### src/rtl/fetch_unit_pkg.sv
// Shared CPU definitions used by the fetch stage: datapath widths, the fetch
// FSM state type and the canonical NOP encoding.
package fetch_unit_pkg;
    localparam int XLEN = 32;
    localparam int ILEN = 32;
    localparam logic [ILEN-1:0] NOP = 32'h0000_0013;

    typedef enum logic {
        FETCH = 1'b0,
        FLUSH = 1'b1
    } fetch_state_e;
endpackage

### src/rtl/fetch_fifo.sv
// Instruction buffer between memory responses and decode. Synchronous flush,
// simultaneous push/pop allowed even when full; head reads zero when empty.
module fetch_fifo #(
    parameter int WIDTH = 64,
    parameter int DEPTH = 4,
    localparam int AW = $clog2(DEPTH)
) (
    input  logic             clk,
    input  logic             reset,
    input  logic             flush,
    input  logic             push,
    input  logic             pop,
    input  logic [WIDTH-1:0] wdata,
    output logic [WIDTH-1:0] rdata,
    output logic             full,
    output logic             empty,
    output logic [AW:0]      count
);
    logic [WIDTH-1:0] mem [DEPTH];
    logic [AW-1:0]    wptr, rptr;
    logic             do_push, do_pop;

    assign empty   = (count == '0);
    assign full    = (count == (AW+1)'(DEPTH));
    assign do_pop  = pop && !empty;
    assign do_push = push && (!full || do_pop);
    assign rdata   = empty ? '0 : mem[rptr];

    // DEPTH is a power of two, so the pointers wrap naturally at DEPTH.
    always_ff @(posedge clk or negedge reset) begin
        if (!reset) begin
            wptr  <= '0;
            rptr  <= '0;
            count <= '0;
        end else if (flush) begin
            wptr  <= '0;
            rptr  <= '0;
            count <= '0;
        end else begin
            if (do_push) wptr <= wptr + 1'b1;
            if (do_pop)  rptr <= rptr + 1'b1;
            count <= count + (AW+1)'(do_push) - (AW+1)'(do_pop);
        end
    end

    always_ff @(posedge clk) begin
        if (do_push && !flush) mem[wptr] <= wdata;
    end
endmodule

### src/rtl/fetch_unit.sv
// Instruction fetch: issues sequential word fetches, buffers in-order
// responses for decode, and discards responses orphaned by a redirect.
module fetch_unit
    import fetch_unit_pkg::*;
#(
    parameter logic [XLEN-1:0] RESET_PC = 32'h0000_0000,
    parameter int              DEPTH    = 4,
    parameter int              MAX_OUT  = 2
) (
    input  logic            clk,
    input  logic            reset,
    output logic            imem_req,
    output logic [XLEN-1:0] imem_addr,
    input  logic            imem_gnt,
    input  logic            imem_rvalid,
    input  logic [ILEN-1:0] imem_rdata,
    input  logic            redirect,
    input  logic [XLEN-1:0] redirect_pc,
    output logic            if_valid,
    input  logic            if_ready,
    output logic [ILEN-1:0] if_instr,
    output logic [XLEN-1:0] if_pc
);
    localparam int              CW        = $clog2(DEPTH) + 1;
    localparam logic [CW:0]     DEPTH_W   = (CW+1)'(DEPTH);
    localparam logic [CW-1:0]   MAX_OUT_W = CW'(MAX_OUT);
    localparam logic [XLEN-1:0] START_PC  = {RESET_PC[XLEN-1:2], 2'b00};

    fetch_state_e         state, state_n;
    logic [XLEN-1:0]      fetch_pc, resp_pc, target;
    logic [CW-1:0]        outstanding, kill, in_flight, kill_redir, count;
    logic [CW:0]          occupancy;
    logic                 started, grant, rsp, live_rsp, push, empty, full;
    logic [XLEN+ILEN-1:0] head;

    assign target     = {redirect_pc[XLEN-1:2], 2'b00};
    assign grant      = imem_req && imem_gnt;
    assign in_flight  = outstanding + kill;
    // Responses with nothing in flight belong to requests abandoned by reset.
    assign rsp        = imem_rvalid && (in_flight != '0);
    assign live_rsp   = rsp && (state == FETCH) && !redirect;
    assign push       = live_rsp && !(full && !if_ready);
    assign kill_redir = in_flight - CW'(rsp) + CW'(grant);
    assign occupancy  = {1'b0, count} + {1'b0, outstanding};
    assign imem_addr  = fetch_pc;

    always_ff @(posedge clk or negedge reset) begin
        if (!reset) state <= FETCH;
        else        state <= state_n;
    end

    always_comb begin
        state_n  = state;
        imem_req = 1'b0;
        case (state)
            FETCH: imem_req = started && !redirect &&
                              (occupancy < DEPTH_W) && (outstanding < MAX_OUT_W);
            FLUSH: if (rsp && kill == CW'(1)) state_n = FETCH;
            default: state_n = FETCH;
        endcase
        if (redirect) state_n = (kill_redir != '0) ? FLUSH : FETCH;
    end

    // started holds imem_req low until the first edge after reset release.
    always_ff @(posedge clk or negedge reset) begin
        if (!reset) begin
            fetch_pc    <= START_PC;
            resp_pc     <= START_PC;
            outstanding <= '0;
            kill        <= '0;
            started     <= 1'b0;
        end else begin
            started <= 1'b1;
            if (redirect) begin
                fetch_pc    <= target;
                resp_pc     <= target;
                outstanding <= '0;
                kill        <= kill_redir;
            end else begin
                if (grant)    fetch_pc <= fetch_pc + 32'd4;
                if (live_rsp) resp_pc  <= resp_pc + 32'd4;
                outstanding <= outstanding + CW'(grant) - CW'(live_rsp);
                if (state == FLUSH && rsp) kill <= kill - CW'(1);
            end
        end
    end

    fetch_fifo #(
        .WIDTH(XLEN + ILEN),
        .DEPTH(DEPTH)
    ) u_fifo (
        .clk  (clk),
        .reset(reset),
        .flush(redirect),
        .push (push),
        .pop  (if_ready),
        .wdata({resp_pc, imem_rdata}),
        .rdata(head),
        .full (full),
        .empty(empty),
        .count(count)
    );

    assign if_valid = !empty;
    assign {if_pc, if_instr} = head;
endmodule
### config.mk
export PLATFORM = sky130hd
export DESIGN_NAME = fetch_unit
export DESIGN_NICKNAME = d
export VERILOG_FILES = /design/src/rtl/fetch_unit_pkg.sv /design/src/rtl/fetch_fifo.sv /design/src/rtl/fetch_unit.sv
export SDC_FILE = /design/constraint.sdc
export NUM_CORES = 1
export LEC_CHECK = 0
export ABC_AREA = 0
export CORE_ASPECT_RATIO = 1.5
export CORE_UTILIZATION = 60
export CTS_BUF_LIST = sky130_fd_sc_hd__clkbuf_2
export DETAILED_ROUTE_END_ITERATION = 10
export DONT_BUFFER_PORTS = 1
export GPL_TIMING_DRIVEN = 0
export HOLD_SLACK_MARGIN = 0.08
export PLACE_DENSITY_LB_ADDON = 0.15
export SYNTH_ARGS = -nofsm -noshare
export SYNTH_HDL_FRONTEND = slang
export SYNTH_SLANG_ARGS = --single-unit
### constraint.sdc
create_clock -name clk -period 8.1 [get_ports clk]
set_clock_uncertainty 0.15 [all_clocks]
set_input_delay 1.215 -clock clk [delete_from_list [all_inputs] [get_ports clk]]
set_output_delay 1.215 -clock clk [all_outputs]
set_load 0.03 [all_outputs]
==> results.toml, run 1 <==
[synth]
ys_seq_area_frac = 0.668
synth_seq_cells = 323
syn_inst = 876
synthDistinctLibCells = 52
synth_top_cell_area_share = 0.534
yosysWarnings = 0
synth_ff_type = "edfxtp_1"
post-synth-top-area-cell = "edfxtp_1"
syn_area_mm2 = 0.0140
synth_edf_count = 248
synth_area_leaders = "edfxtp_1 (53%), dfrtp_1 (13%), mux4_2 (10%), and2_1 (3.2%), xnor2_1 (1.8%)"
syn_area_per_cell_um2 = 15.9
synth-async-reset-ratio = 0.232

[pwr]
p_total_w = 0.00440
leakagePower_nw = 5.29
powerDensity_mw_per_mm2 = 290
irDropWorstVdd_uv = 238

[final_layout]
drive_gt1_frac = 0.232
mostFrequentLayoutCells = "edfxtp_1 (248), clkbuf_2 (106), dfrtp_1 (75), and2_1 (68), mux4_2 (62)"
final_common_cell = "edfxtp_1"
area_growth_pct = 8.68
nets = 1053

[placement]
place_congestion = 0.937
portBuffers = 0
dpl.hpwl_um = 19900

[worst_setup_path]
path_class = "reg -> out"
startpoint_type = "register"
crit_end = "if_pc[28]"
reg2reg_to = "state"
worstPathRequired_ns = 6.73
path_max_fanout = 10
cp.arrival_ns = 3.01
timing.rr.start = "kill[0]"
r2r_cells = 14
endpoint_kind = "output pin"
reg2reg_setup_slack_ns = 3.98
worstSetupStartpoint = "u_fifo.count[1]"

[die]
coreArea_mm2 = 0.0229
dieWidth_um = 127
ioPinCount = 168
die-area_mm2 = 0.0239
start_util = 0.610
num_rows = 68
fp.dieH_um = 189

[grt]
grt_pass1_wl_um = 46000
grt_max_degree = 76
grt_overflow = 0
grt_antenna_before_repair = 2
grt_pass1_vias = 8461
grt_use_total = 0.259

[timing]
worst_slew_pin_slew_ns = 0.887
timing.slew.headroom = 0.404
period_minus_slack_ns = 4.37
tns_ns = 0
final_max_slew_viol_count = 0
rsz0062_at_grt = "no"
fmax_mhz = 229
setup_viol = 0
final_hold_viol_count = 0
finalCritPeriodShare = 0.540

[hold_path]
min_from = "imem_rdata[31]"
hp-class = "in -> reg"

[clock_network]
cts_root_buf = "clkbuf_2"
cts_buffers = 74
htree_levels = 3
post-cts-setup-buffers = 0
clkLatencyLatePin_ns = 0.88
cts.path.max_buffers = 3
cts_tree = "yes"
cts.clk_slew.worst_paths_ns = 0.11
clock_sinks = 323

[outcome]
outcome = "finished clean"

[routing]
drc = 0
wl_um = 29700
ant_nets = 0
wl_per_cell_um = 22.9
avgViaCountPerCell = 6.18
drt_iter0_markers = 562
vias = 8023
dr.pass1.iters = 5

[flow_run]
maxCapViolCount = 0
cells by family after synthesis:
kind of cell	count (synthesis)	share of synthesized area
other	2	0.000538
buffers and inverters	61	0.0186
flip-flops	323	0.668
adder cells (fa/ha/maj)	22	0.0219
AO/OA/AOI/OAI	63	0.0320
AND/OR/NAND/NOR	273	0.110
multiplexers	85	0.118
XOR/XNOR	47	0.0307
what timing repair did:
action / in CTS / in global routing
setup endpoints to repair: 0 / 0
gates resized for setup: 0 / 0
hold buffers: 2 / 0
endpoints found under the hold margin: 75 / 0
metal layers:
metal,up-vias,wire length (um),GRT usage
met4,0,880,0.117
met5,-,0,0
met2,383,15700,0.449
met3,68,2200,0.0784
li1,3573,-,-
met1,3999,10900,0.295
synth_stat cells, drive strengths merged, types with 17 or more instances:
cell type and number:
ha 18, and3 17, edfxtp 248, dfrtp 75
inv 20, o21ai 22, nor2 27, and2 72
clkbuf 25, mux4 62, mux2 21, nand4 34
xor2 17, nand2 47, xnor2 29, nand3 30
power breakdown:
part           total, W  switching, W  internal (W)
Sequential      0.00200      0.000124       0.00187
Combinational   0.00136      0.000915      0.000448
Clock           0.00104      0.000619      0.000417
how the worst min path moves through the flow:
| stage | endpoint | slack (ns) | cells after the start |
|---|---|---|---|
| floorplan | u_fifo.mem[0][63] | 0.34 | 0 |
| global placement | u_fifo.wptr[0] | 0.37 | 1 |
| detailed placement | u_fifo.wptr[0] | 0.38 | 1 |
| CTS | u_fifo.mem[2][31] | 0.22 | 0 |
| global route | u_fifo.mem[3][12] | 0.18 | 0 |
| finish | u_fifo.mem[2][31] | 0.29 | 0 |
layout make-up:
cell class              count  area (um^2)
plain buffers              41          184
fillers                  1608         7720
repair buffers              6          148
clock buffers             106          531
clock inverters            25          156
inverters                  20         75.1
well taps                 280          350
flip-flops and latches    323         9320
diodes                      2         5.00
multi-input cells         495         4390
through the flow:
stage                     setup WS (ns)  hold slack (ns)  cells   util  instance area (um^2)
after CTS                          3.58            0.216   1296  0.662                 15200
after detailed placement           3.59            0.384   1163  0.631                 14400
after global routing               3.46            0.183   1298  0.663                 15200
final                              3.73            0.290   1298  0.663                 15200
after global placement             2.62            0.372   1159  0.625                 14300
after floorplan                    3.90            0.340    879      -                 14000
worst max-delay path: stages (launching register included):
cell	delay, ns
dfrtp_1	0.49
or3_1	0.14
clkbuf_1	0.45
clkbuf_1	0.59
and2_1	0.45
sequential cells by signal, indices dropped and copies added (netlist names):
register and count:
u_fifo.mem 248, imem_addr 30, resp_pc 30, kill 3, outstanding 3, u_fifo.count 3
u_fifo.rptr 2, u_fifo.wptr 2, started 1, state 1
(Power assumes the default switching activity.)
==> run 2, diff against run 1 <==
==> constraint.sdc (replaced) <==
create_clock -name clk -period 4.5 [get_ports clk]
set_clock_uncertainty 0.15 [all_clocks]
set_input_delay 0.675 -clock clk [delete_from_list [all_inputs] [get_ports clk]]
set_output_delay 0.675 -clock clk [all_outputs]
set_load 0.03 [all_outputs]
==> run 2 against run 1 <==
  * Global-route usage is 0.69 points higher
  * Core utilization rose by 2.9 points
  * Routed wire length increased by 2.9%
  * Clock power is 80% higher
  * Cell count rose by 5.2%
  * Critical path type is now reg -> reg
  * Critical endpoint is now state
  * Highest routed layer unchanged
==> results.toml, run 2 (same netlist as run 1, synthesis figures left out) <==
[final_layout]
drive_gt1_frac = 0.218
mostFrequentLayoutCells = "edfxtp_1 (248), clkbuf_2 (106), dfrtp_1 (75), and2_1 (68), dlygate4sd3_1 (68)"
multiInputGateArea_mm2 = 0.00439
utilization = 0.692
n_fill_cell = 1546
stdcell_count = 1365
top_register = "u_fifo.mem"
regArea_mm2 = 0.00932
largest_register_ffs = 248
nets = 1120
fin_area_mm2 = 0.0158
final_common_cell = "edfxtp_1"
area_growth_pct = 13.5

[grt]
grt_pass1_vias = 8836
grt_overflow = 0
grt_use_total = 0.266
grt_antenna_before_repair = 2
grt_max_degree = 76
grt_pass1_wl_um = 47400

[timing]
final_hold_viol_count = 0
fin_ws_ns = 0.383
period_minus_slack_ns = 4.12
worst_slew_pin_slew_ns = 0.887
finalCritPeriodShare = 0.915
fmax_mhz = 243
setup_viol = 0
rsz0062_at_grt = "no"
timing.slew.headroom = 0.404
final_max_slew_viol_count = 0

[routing]
drc = 0
wl_met1_um = 11300
dr.pass1.iters = 5
wl_um = 30500
wl_per_cell_um = 22.4
dr_wl_met2_um = 16100
avgViaCountPerCell = 6.09
top_layer = "met4"
drt_iter0_markers = 635
ant_nets = 0
vias = 8319
wl_met3_um = 2110

[die]
ioPinCount = 168
coreArea_mm2 = 0.0229
start_util = 0.610
fp.dieH_um = 189
num_rows = 68
die-area_mm2 = 0.0239
dieWidth_um = 127

[worst_setup_path]
path_class = "reg -> reg"
reg2reg_to = "state"
path_cells = "ha_1 > inv_1 > fa_1 > nor2b_1 > nand2_1 > and2_1 > ha_1 > inv_1 > ha_1 > fa_1 > xor2_1 > xnor2_1 > nor3_1 > a21oi_1"
worstPathRequired_ns = 5.08
timing.rr.start = "kill[0]"
path_max_fanout = 5
critPathMostFrequentCell = "ha_1"
endpoint_kind = "register"
r2r_cells = 14
critical-path-max-stage-delay_ns = 0.63
cp.arrival_ns = 4.70
reg2reg_setup_slack_ns = 0.38
startpoint_type = "register"
slowest_stage = "nor2b_1"

[pwr]
powerDensity_mw_per_mm2 = 505
irDropWorstVdd_uv = 431
p_total_w = 0.00799
leakagePower_nw = 5.57

[placement]
place_congestion = 0.937
dp_slack_ns = 0.486
dp.cells = 1163
dpl.hpwl_um = 19900
portBuffers = 0
placed_cell_area_mm2 = 0.0144

[hold_path]
hp-class = "in -> reg"
min_from = "redirect"
min_to = "imem_addr[24]"
holdPathStages = 4

[clock_network]
cts.path.max_buffers = 3
cts_root_buf = "clkbuf_2"
cts.clk_slew.worst_paths_ns = 0.11
clock_sinks = 323
cts_tree = "yes"
clkLatencyLatePin_ns = 0.91
cts_buffers = 74
htree_levels = 3

[outcome]
outcome = "finished clean"

[flow_run]
maxCapViolCount = 0
## run 2: changes by cell type in the layout (fill, tap and decap cells not counted), sizes merged
cell and change:
dlygate4sd3 +67
## run 2: worst max path at each step
stage                    from           endpoint  slack (ns)  cells after the start
2_1_floorplan  outstanding[0]   u_fifo.mem[1][0]        0.33                      8
3_3_place_gp          kill[0]  u_fifo.mem[1][28]       -0.98                      8
3_5_place_dp          kill[0]              state        0.49                     14
4_1_cts               kill[0]              state        0.44                     14
5_1_grt               kill[0]              state        0.28                     14
6_report              kill[0]              state        0.38                     14
## run 2: worst max-delay path, delay by kind of cell, from the launching register on
family / cells / cell delay, ns
buffers and inverters: 2 / 0.09
DFF: 1 / 0.45
xor gates and xnor gates: 2 / 0.33
AOI/OAI and AO/OA: 1 / 0.10
and+or+nand+nor: 4 / 1.26
adders and majority gates: 5 / 1.55
## run 2: layout make-up
type                    count  area share
clock buffers             106      0.0335
repair buffers             73      0.0517
multi-input cells         495       0.277
diodes                      2    0.000316
well taps                 280      0.0221
inverters                  20     0.00474
flip-flops and latches    323       0.589
clock inverters            25     0.00988
plain buffers              41      0.0116
## run 2: report_power, final
group | switching (W) | internal [W]
registers | 0.000225 | 0.00337
clock network | 0.00112 | 0.000751
logic | 0.00168 | 0.000847
total | 0.00302 | 0.00497
## run 2: timing repair
action                                 in CTS  in global routing
endpoints found under the hold margin     269                  0
setup endpoints to repair                   0                  0
setup buffers                               0                  0
gates resized for setup                     0                  0
hold buffers                               69                  0
## run 2: per-stage QoR
stage	TNS (ns)	hold WS, ns
after floorplan	0	0.229
after global placement	-237.86	0.231
after detailed placement	0	0.231
after CTS	0	0.0896
after global routing	0	0.120
final	0	0.143
## run 2: routing by layer
layer	track usage	up-vias
li1	-	3717
met5	0	-
met1	0.306	4127
met4	0.134	0
met2	0.461	397
met3	0.0670	78
==> run 3, diff against run 2 <==
--- a/config.mk
+++ b/config.mk
@@ -9,11 +9,12 @@
 export CORE_ASPECT_RATIO = 1.5
 export CORE_UTILIZATION = 60
 export CTS_BUF_LIST = sky130_fd_sc_hd__clkbuf_2
+export CTS_CLUSTER_SIZE = 25
 export DETAILED_ROUTE_END_ITERATION = 10
 export DONT_BUFFER_PORTS = 1
 export GPL_TIMING_DRIVEN = 0
 export HOLD_SLACK_MARGIN = 0.08
-export PLACE_DENSITY_LB_ADDON = 0.15
+export PLACE_DENSITY = 0.73
 export SYNTH_ARGS = -nofsm -noshare
 export SYNTH_HDL_FRONTEND = slang
 export SYNTH_SLANG_ARGS = --single-unit
==> run 3 against run 2 <==
  * Sequential power about the same
  * Global-route usage decreased by 0.66 points
  * Critical endpoint unchanged
  * First-iteration DRC count decreased by 8.5%
  * Total power decreased by 2.6%
  * Via count about the same
  * Die area unchanged
  * Non-clock buffer count unchanged
  * Routed wire length decreased by 1.7%
  * Worst setup slack improved by 0.018 ns
  * Sequential share of layout area increased by 0.36 points
  * Highest routed layer unchanged
  * Clock power decreased by 10%
==> results.toml, run 3 (same netlist as run 1, synthesis figures left out) <==
[die]
die-area_mm2 = 0.0239
ioPinCount = 168
num_rows = 68
coreArea_mm2 = 0.0229
start_util = 0.610
dieWidth_um = 127
fp.dieH_um = 189

[routing]
dr.pass1.iters = 5
drt_iter0_markers = 581
wl_um = 30000
ant_nets = 0
drc = 0
wl_per_cell_um = 22.1
vias = 8314
avgViaCountPerCell = 6.11

[final_layout]
nets = 1118
largest_register_ffs = 248
top_register = "u_fifo.mem"
mostFrequentLayoutCells = "edfxtp_1 (248), clkbuf_2 (99), dfrtp_1 (75), and2_1 (68), dlygate4sd3_1 (68)"
fin_area_mm2 = 0.0157
drive_gt1_frac = 0.206
stdcell_count = 1361
n_fill_cell = 1567
final_common_cell = "edfxtp_1"
area_growth_pct = 12.8

[grt]
grt_pass1_vias = 8981
grt_pass1_wl_um = 46600
grt_max_degree = 76
grt_use_total = 0.259
grt_overflow = 0
grt_antenna_before_repair = 1

[worst_setup_path]
worstPathRequired_ns = 5.04
reg2reg_setup_slack_ns = 0.40
critical-path-max-stage-delay_ns = 0.64
timing.rr.start = "kill[0]"
path_class = "reg -> reg"
path_max_fanout = 5
endpoint_kind = "register"
path_cells = "ha_1 > inv_1 > fa_1 > nor2b_1 > nand2_1 > and2_1 > ha_1 > inv_1 > ha_1 > fa_1 > xor2_1 > xnor2_1 > nor3_1 > a21oi_1"
cp.arrival_ns = 4.64
slowest_stage = "nor2b_1"
worstSetupStartpoint = "kill[0]"
critPathMostFrequentCell = "ha_1"
startpoint_type = "register"

[placement]
dpl.hpwl_um = 20000
place_congestion = 0.926
dp_slack_ns = 0.476
portBuffers = 0
dp.cells = 1163
placed_cell_area_mm2 = 0.0144

[hold_path]
hp-class = "in -> reg"
min_from = "imem_gnt"

[clock_network]
clkLatencyLatePin_ns = 0.84
cts.clk_slew.worst_paths_ns = 0.13
htree_levels = 3
clock_sinks = 323
cts_tree = "yes"
cts_buffers = 72
post-cts-setup-buffers = 0
cts.path.max_buffers = 3
cts_root_buf = "clkbuf_2"

[timing]
fmax_mhz = 244
final_max_slew_viol_count = 0
timing.slew.headroom = 0.426
setup_viol = 0
finalCritPeriodShare = 0.911
rsz0062_at_grt = "no"
worst_slew_pin_slew_ns = 0.854
fin_ws_ns = 0.401
hold_ws_ns = 0.160
period_minus_slack_ns = 4.10
final_hold_viol_count = 0

[pwr]
powerDensity_mw_per_mm2 = 495
p_total_w = 0.00778
irDropWorstVdd_uv = 239
leakagePower_nw = 5.51

[flow_run]
maxCapViolCount = 0

[outcome]
outcome = "finished clean"
-- run 3: cell types whose count changed in the layout (fill, tap and decap cells not counted) --
cell	previous run	this run
bufinv_16	2	0
diode_2	2	1
clkbuf_2	106	99
clkinv_1	13	23
inv_2	2	3
buf_16	5	3
buf_12	0	2
clkinv_2	8	3
-- run 3: final timing paths --
path | depth (start not counted) | to
hold reg to reg | 1 | u_fifo.wptr[0]
min in group asynchronous | 2 | imem_addr[26]
max in group asynchronous | 2 | u_fifo.rptr[1]
hold / removal | 4 | imem_addr[12]
setup reg to reg | 14 | state
setup / recovery | 14 | state
-- run 3: what timing repair did --
action	4_1_cts	5_1_grt
hold endpoints to repair	267	0
setup endpoints to repair	0	0
resized for setup	0	0
hold buffers	69	0
-- run 3: layout make-up --
cell class | instances | area, um^2 | area share
buffer | 41 | 184 | 0.0117
inverter | 20 | 75.1 | 0.00477
timing repair buffer | 73 | 803 | 0.0510
tap | 280 | 350 | 0.0223
clock buffer | 99 | 495 | 0.0315
multi-input combinational | 495 | 4390 | 0.279
antenna | 1 | 2.50 | 0.000159
sequential | 323 | 9320 | 0.592
clock inverter | 29 | 113 | 0.00716
-- run 3: metrics by stage --
step	TNS [ns]	utilization
after detailed placement	0	0.630
after global placement	-234.18	0.625
final	0	0.688
after global routing	0	0.688
after floorplan	0	-
after CTS	0	0.688
-- run 3: report_power, final --
part           internal (W)  switching (W)
clock              0.000599        0.00108
sequential          0.00337       0.000223
combinational      0.000843        0.00167
-- run 3: layer usage --
layer	up-vias	routed length, um	GRT usage
met4	0	1110	0.131
met1	4127	10800	0.289
met3	97	2070	0.0625
met5	-	0	0
li1	3700	-	-
met2	390	16100	0.462
-- run 3: worst max-delay path: cells and delay by family (launching register included) --
kind	cells	cell delay, ns
AND/OR/NAND/NOR	4	1.26
flip-flops	1	0.46
AO/OA/AOI/OAI	1	0.09
buffers and inverters	2	0.09
adder cells (fa/ha/maj)	5	1.58
XOR/XNOR	2	0.32
